<file path="config.mk">
export PLATFORM = sky130hd
export DESIGN_NAME = rti_sequencer
export DESIGN_NICKNAME = d
export VERILOG_FILES = /design/src/rtl/rti_sequencer_pkg.sv /design/src/rtl/rti_sequencer.sv
export SDC_FILE = /design/constraint.sdc
export NUM_CORES = 1
export LEC_CHECK = 0
export ABC_AREA = 1
export CAP_MARGIN = 40
export CORE_MARGIN = 1.5
export CORE_UTILIZATION = 35
export DETAILED_ROUTE_END_ITERATION = 7
export PLACE_DENSITY = 0.61
export SETUP_SLACK_MARGIN = 0.4
export SYNTH_ARGS = -nofsm -noshare
export SYNTH_HDL_FRONTEND = slang
export SYNTH_SLANG_ARGS = --single-unit
</file>
<file path="constraint.sdc">
create_clock -name clk -period 2.8 [get_ports clk]
set_clock_uncertainty 0.15 [all_clocks]
set_input_delay 0.56 -clock clk [delete_from_list [all_inputs] [get_ports clk]]
set_output_delay 0.56 -clock clk [all_outputs]
set_load 0.02 [all_outputs]
</file>
<file path="src/rtl/rti_sequencer_pkg.sv">
// Shared types and widths for the RET/RTI unstacking sequencer.
package rti_sequencer_pkg;

  localparam int PC_W   = 32;
  localparam int FLAG_W = 3;
  localparam int DATA_W = 16;

  typedef enum logic [2:0] {
    ST_IDLE      = 3'd0,
    ST_POP_FLAGS = 3'd1,
    ST_POP_LO    = 3'd2,
    ST_POP_HI    = 3'd3,
    ST_CAP_HI    = 3'd4,
    ST_DONE      = 3'd5
  } seq_state_t;

endpackage

</file>
<file path="src/rtl/rti_sequencer.sv">
// Pops flags (RTI only) and the return PC off the stack, then strobes the
// restored PC/flags into the core while holding the pipeline stalled.
module rti_sequencer
  import rti_sequencer_pkg::*;
(
  input  logic              clk,
  input  logic              rst,
  input  logic              ret,
  input  logic              rti,
  input  logic [DATA_W-1:0] memDataIn,
  output logic              pop,
  output logic              memRead,
  output logic              stall,
  output logic              flush,
  output logic              pcLoad,
  output logic [PC_W-1:0]   pcOut,
  output logic              flagLoad,
  output logic [FLAG_W-1:0] flagOut
);

  seq_state_t          r_state;
  logic                r_is_rti;
  logic                r_pop;
  logic                r_stall;
  logic                r_flush;
  logic                r_pc_load;
  logic                r_flag_load;
  logic [PC_W-1:0]     r_pc;
  logic [FLAG_W-1:0]   r_flag;

  // Outputs are registered alongside the state: each transition sets the
  // values that belong to the state being entered.
  always_ff @(posedge clk) begin
    if (rst) begin
      r_state     <= ST_IDLE;
      r_is_rti    <= 1'b0;
      r_pop       <= 1'b0;
      r_stall     <= 1'b0;
      r_flush     <= 1'b0;
      r_pc_load   <= 1'b0;
      r_flag_load <= 1'b0;
      r_pc        <= '0;
      r_flag      <= '0;
    end else begin
      r_pop       <= 1'b0;
      r_stall     <= 1'b1;
      r_flush     <= 1'b0;
      r_pc_load   <= 1'b0;
      r_flag_load <= 1'b0;
      case (r_state)
        ST_IDLE: begin
          if (rti) begin
            r_state  <= ST_POP_FLAGS;
            r_is_rti <= 1'b1;
            r_pop    <= 1'b1;
          end else if (ret) begin
            r_state  <= ST_POP_LO;
            r_is_rti <= 1'b0;
            r_pop    <= 1'b1;
          end else begin
            r_stall  <= 1'b0;
          end
        end
        ST_POP_FLAGS: begin
          r_state <= ST_POP_LO;
          r_pop   <= 1'b1;
        end
        ST_POP_LO: begin
          // Data returned here is the flags word popped one cycle earlier.
          if (r_is_rti) begin
            r_flag <= memDataIn[FLAG_W-1:0];
          end
          r_state <= ST_POP_HI;
          r_pop   <= 1'b1;
        end
        ST_POP_HI: begin
          r_pc[DATA_W-1:0] <= memDataIn;
          r_state          <= ST_CAP_HI;
        end
        ST_CAP_HI: begin
          r_pc[PC_W-1:DATA_W] <= memDataIn;
          r_state             <= ST_DONE;
          r_pc_load           <= 1'b1;
          r_flush             <= 1'b1;
          r_flag_load         <= r_is_rti;
        end
        ST_DONE: begin
          r_state <= ST_IDLE;
          r_stall <= 1'b0;
        end
        default: begin
          r_state <= ST_IDLE;
          r_stall <= 1'b0;
        end
      endcase
    end
  end

  assign pop      = r_pop;
  assign memRead  = r_pop;
  assign stall    = r_stall;
  assign flush    = r_flush;
  assign pcLoad   = r_pc_load;
  assign pcOut    = r_pc;
  assign flagLoad = r_flag_load;
  assign flagOut  = r_flag;

endmodule
</file>
## Yosys cells after proc, flatten, opt, wreduce, memory -nomap -nowiden

Cells that the tools add are included.

| cells by class | value |
|---|---|
| equal/unequal tests | 5 |
| multiplexer cells | 10 |
| bitwise logic cells | 1 |
| reduce and logical (&&, ||, !) cells | 7 |

Operators by type and width:

| operator | count |
|---|---|
| $pmux W3 S5 | 1 |
| $eq A3 B2 Y1 const B | 2 |
| $mux W3 | 2 |
| $mux W1 | 5 |
| $pmux W1 S2 | 2 |
| $reduce_and A2 Y1 | 2 |
| $reduce_or A2 Y1 | 2 |
| $reduce_or A4 Y1 | 1 |
| $eq A3 B1 Y1 const B | 1 |
| $eq A3 B3 Y1 const B | 1 |
| $logic_not A3 Y1 | 1 |
| $ne A3 B3 Y1 const B | 1 |
| $reduce_bool A2 Y1 | 1 |
| $not A1 Y1 | 1 |

| storage, ports and cells | value |
|---|---|
| bits in registers | 43 |
| input port bits | 20 |
| word-level logic and storage cells | 32 |

## Longest topological paths before layout

| depth | value |
|---|---|
| depth after elaboration | 3 |
| gate-level depth with buffers | 7 |
| mapped depth without buffers | 6 |

## Worst setup path after synthesis

No wires, ideal clock.

| timing | value |
|---|---|
| path kind | register to output |
| start | register r_pc_load, in the netlist pcLoad |
| end | output pcLoad |
| data arrival time | 0.595 ns |
| data required time | 2.090 ns |
| setup slack | 1.495 ns |
| cell stages (with the launch flop) | 2 |
| path buffers | 1 |
| cells stage by stage | dfxtp_1 > buf_4 |

RTL lines:

| element | RTL line | RTL |
|---|---|---|
| from (decl) | rti_sequencer.sv:26 | `logic r_pc_load;` |
| from (signal assigned) | rti_sequencer.sv:40 | `r_pc_load <= 1'b0;` |
| from (signal assigned) | rti_sequencer.sv:48 | `r_pc_load <= 1'b0;` |
| from (signal assigned) | rti_sequencer.sv:83 | `r_pc_load <= 1'b1;` |
| to (decl) | rti_sequencer.sv:15 | `output logic pcLoad,` |

No word-level cell between the ends.

## Final worst setup path

| timing | value |
|---|---|
| start | register r_pc[22], in the netlist pcOut[22] |
| end | output pcOut[22] |

RTL lines:

| element | RTL line | RTL |
|---|---|---|
| from (decl) | rti_sequencer.sv:28 | `logic [PC_W-1:0] r_pc;` |
| from (signal, indexed assignment) | rti_sequencer.sv:77 | `r_pc[DATA_W-1:0] <= memDataIn;` |
| from (signal, indexed assignment) | rti_sequencer.sv:81 | `r_pc[PC_W-1:DATA_W] <= memDataIn;` |
| to (decl) | rti_sequencer.sv:16 | `output logic [PC_W-1:0] pcOut,` |

No word-level cell between the ends.

==> results.yml <==
run_status:
  status: "finished clean"
drt:
  wl_per_cell_microns: 12.2
  firstDrtPassIters: 4
  vias: 1373
  wl_mm: 3.79
  drtIter0Drc: 71
  viasPerCell: 4.43
  drc: 0
  ant_nets: 0
job:
  max_cap_violations: 0
synth:
  synth-compound-area-share: 0.121
  syn_inst: 200
  syn_area_sq_um: 1660
  synth_top_family_by_area: "simple AND/OR/NAND/NOR gates"
  yosys_warnings: 0
  synthSimpleGateAreaFrac: 0.272
  synth.net_count: 220
  synth_fa_ha_area_frac: 0
  yosysUniqueCellTypes: 22
  synth_seq_area_share: 0.518
  avgSynthCellArea_sq_um: 8.31
  ys_ff_latch: 43
  synthXorXnorAreaFrac: 0
  muxShareOfSynthArea: 0
pwr:
  sw_frac_of_total: 0.288
  power.switching_mw: 0.417
  internal-power_mw: 1.03
  power.density_nw_per_um2: 622
  p_leak_nw: 0.909
  vdd_drop_max_mv: 0.333
  combinationalPowerShare: 0.224
  seqPwrFrac: 0.480
  pwr-share-clk: 0.296
  power_mw: 1.45
sta:
  hold_viol: 0
  setup_tns_ns: 0
  fin_crit_sh: 0.706
  worst_slack_ns: 0.824
  period_minus_slack_ns: 1.98
  max_freq_ghz: 0.506
  hold_slack_ns: 0.335
  timing.slew.headroom: 0.670
  rsz0062_at_grt: "no"
  drv_slew: 0
  finalSetupViolations: 0
  max_slew.worst_pin.slew_ns: 0.494
setup_path:
  crit_fanout: 2
  path_cells: "clkdlybuf4s50_1"
  worstPathRequired_ns: 2.09
  start_kind: "flip-flop"
  r2r_start: "r_state[1]"
  end_kind: "output port"
  path_buf_inv: 1
  r2r_setup_slack_ns: 1.28
  r2r_cells: 5
  crit_family: "buffers and inverters"
  crit_type: "reg2out"
  slowest_delay_ns: 0.61
  slowest_stage: "clkdlybuf4s50_1"
  cp_data_arrival_time_ns: 1.27
  r2r-end: "pcOut[18]"
min_path:
  whs_endpoint: "pcOut[21]"
  holdCritPathClass: "reg2reg"
  worstHoldStart: "pcOut[21]"
  whs_path_depth: 2
die:
  dieHeight_microns: 71.9
  start_util: 0.371
  die_x_microns: 71.9
  ioPinCount: 61
  coreArea_sq_um: 4470
  die-area_sq_um: 5170
  fp-row-count: 24
finish:
  nFillCells: 443
  drive_gt1_frac: 0.132
  regArea_sq_um: 861
  antenna_cells: 0
  final_area_sq_um: 2330
  final_util: 0.521
  multi_input_area_sq_um: 653
  fin_cells: 310
  nNetsFinal: 277
  syn2layout_area_growth_pct: 40.4
placed_design:
  dp_slack_ns: 0.644
  dp_cells: 302
  portBuffers: 60
  dp.final_hpwl_mm: 2.66
  finalWeightedCongestion: 0.832
  dpl_cell_area_sq_um: 2230
global_routing:
  antenna_found_initial: 0
  track_usage: 0.153
  overflow: 0
  grt_pass1_wl_mm: 6.11
  grt_start_max_net_pins: 38
  grt_pass1_vias: 1236
clock_tree:
  numCtsBuffers: 5
  cts_buffer_depth: 2
  ctsResizeCount: 0
  cts_tree: "yes"
  htree_levels: 2
  clk_pin_slew_worst_paths_ns: 0.08
  hold_buffers: 0
  clockRootBuffer: "clkbuf_8"
  cts.sinks: 43
  worstSkewPairLatency_ns: 0.29
  cts_setup_buffers: 0
power by group through the flow:
| stage | logic, mW | clock network [mW] | registers (mW) |
|---|---|---|---|
| after detailed placement | 0.326 | 0 | 0.711 |
| after floorplan | 0.144 | 0 | 0.760 |
| after CTS | 0.327 | 0.437 | 0.697 |
| final | 0.324 | 0.429 | 0.697 |
| after global routing | 0.356 | 0.470 | 0.703 |
| after global placement | 0.325 | 0 | 0.712 |
layout by cell type (no fill, tap or decap):
master,count
nand2_2,2
clkinv_4,1
clkbuf_1,1
clkbuf_8,7
inv_4,1
inv_2,1
o21ai_1,1
nand3_1,5
nor2_2,18
nor2_1,57
dfxtp_1,43
nand4_1,3
nor3_1,1
a21oi_4,1
nor2_4,3
nand2_1,8
a21oi_1,3
o21ai_0,33
inv_1,9
clkdlybuf4s50_1,60
logic make-up (layout without fill, tap and decap cells):
| group | count (synthesis) | count (layout) |
|---|---|---|
| AO/OA/AOI/OAI | 38 | 38 |
| AND/OR/NAND/NOR | 97 | 97 |
| flip-flops | 43 | 43 |
| buffers and inverters | 22 | 80 |
flip-flops by register name, summed over array words and instances, names as in the netlist:
register / flops
r_state: 3
memRead: 1
stall: 1
flagOut: 3
r_is_rti: 1
pcOut: 32
pcLoad: 1
flagLoad: 1
cell usage after synthesis:
cell type	n	share of area
nor2_1	57	0.13
dfxtp_1	43	0.52
o21ai_0	33	0.099
nor2_2	18	0.068
inv_1	9	0.020
nand2_1	8	0.018
nand3_1	5	0.015
a21oi_1	3	0.0090
nand4_1	3	0.011
nor2_4	3	0.020
buf_12	2	0.024
buf_2	2	0.0060
buf_4	2	0.0090
buf_6	2	0.014
clkbuf_1	2	0.0045
nand2_2	2	0.0075
a21oi_4	1	0.0098
clkinv_4	1	0.0053
inv_2	1	0.0023
inv_4	1	0.0038
nor3_1	1	0.0030
o21ai_1	1	0.0030
worst min-delay path: cells and delay by family (launching register included):
| family | cells | cell delay [ns] |
|---|---|---|
| DFF | 1 | 0.33 |
| and+or+nand+nor | 2 | 0.13 |
per-layer routing:
layer | global-route usage | vias up | routed length, microns
met5 | 0 | - | 0
met1 | 0.237 | 576 | 2030
met4 | 0.0671 | 0 | 58
met2 | 0.194 | 42 | 1520
met3 | 0.0417 | 6 | 174
li1 | - | 749 | -
layout make-up:
cell class,instances,area share
sequential,43,0.369
clock buffer,8,0.0429
timing repair buffer,60,0.258
tap,52,0.0279
inverter,12,0.0225
multi-input combinational,135,0.280
worst max-delay path by stage:
stage	to	slack, ns	cells after the start	start
final	pcOut[22]	0.82	1	pcOut[22]
after global placement	pcOut[23]	0.66	4	rst
after detailed placement	pcOut[23]	0.64	4	rst
after floorplan	pcLoad	1.50	1	pcLoad
after CTS	pcOut[22]	0.81	1	pcOut[22]
after global routing	pcOut[1]	0.78	1	pcOut[1]
Note: power is estimated with default switching activity, not from simulation.
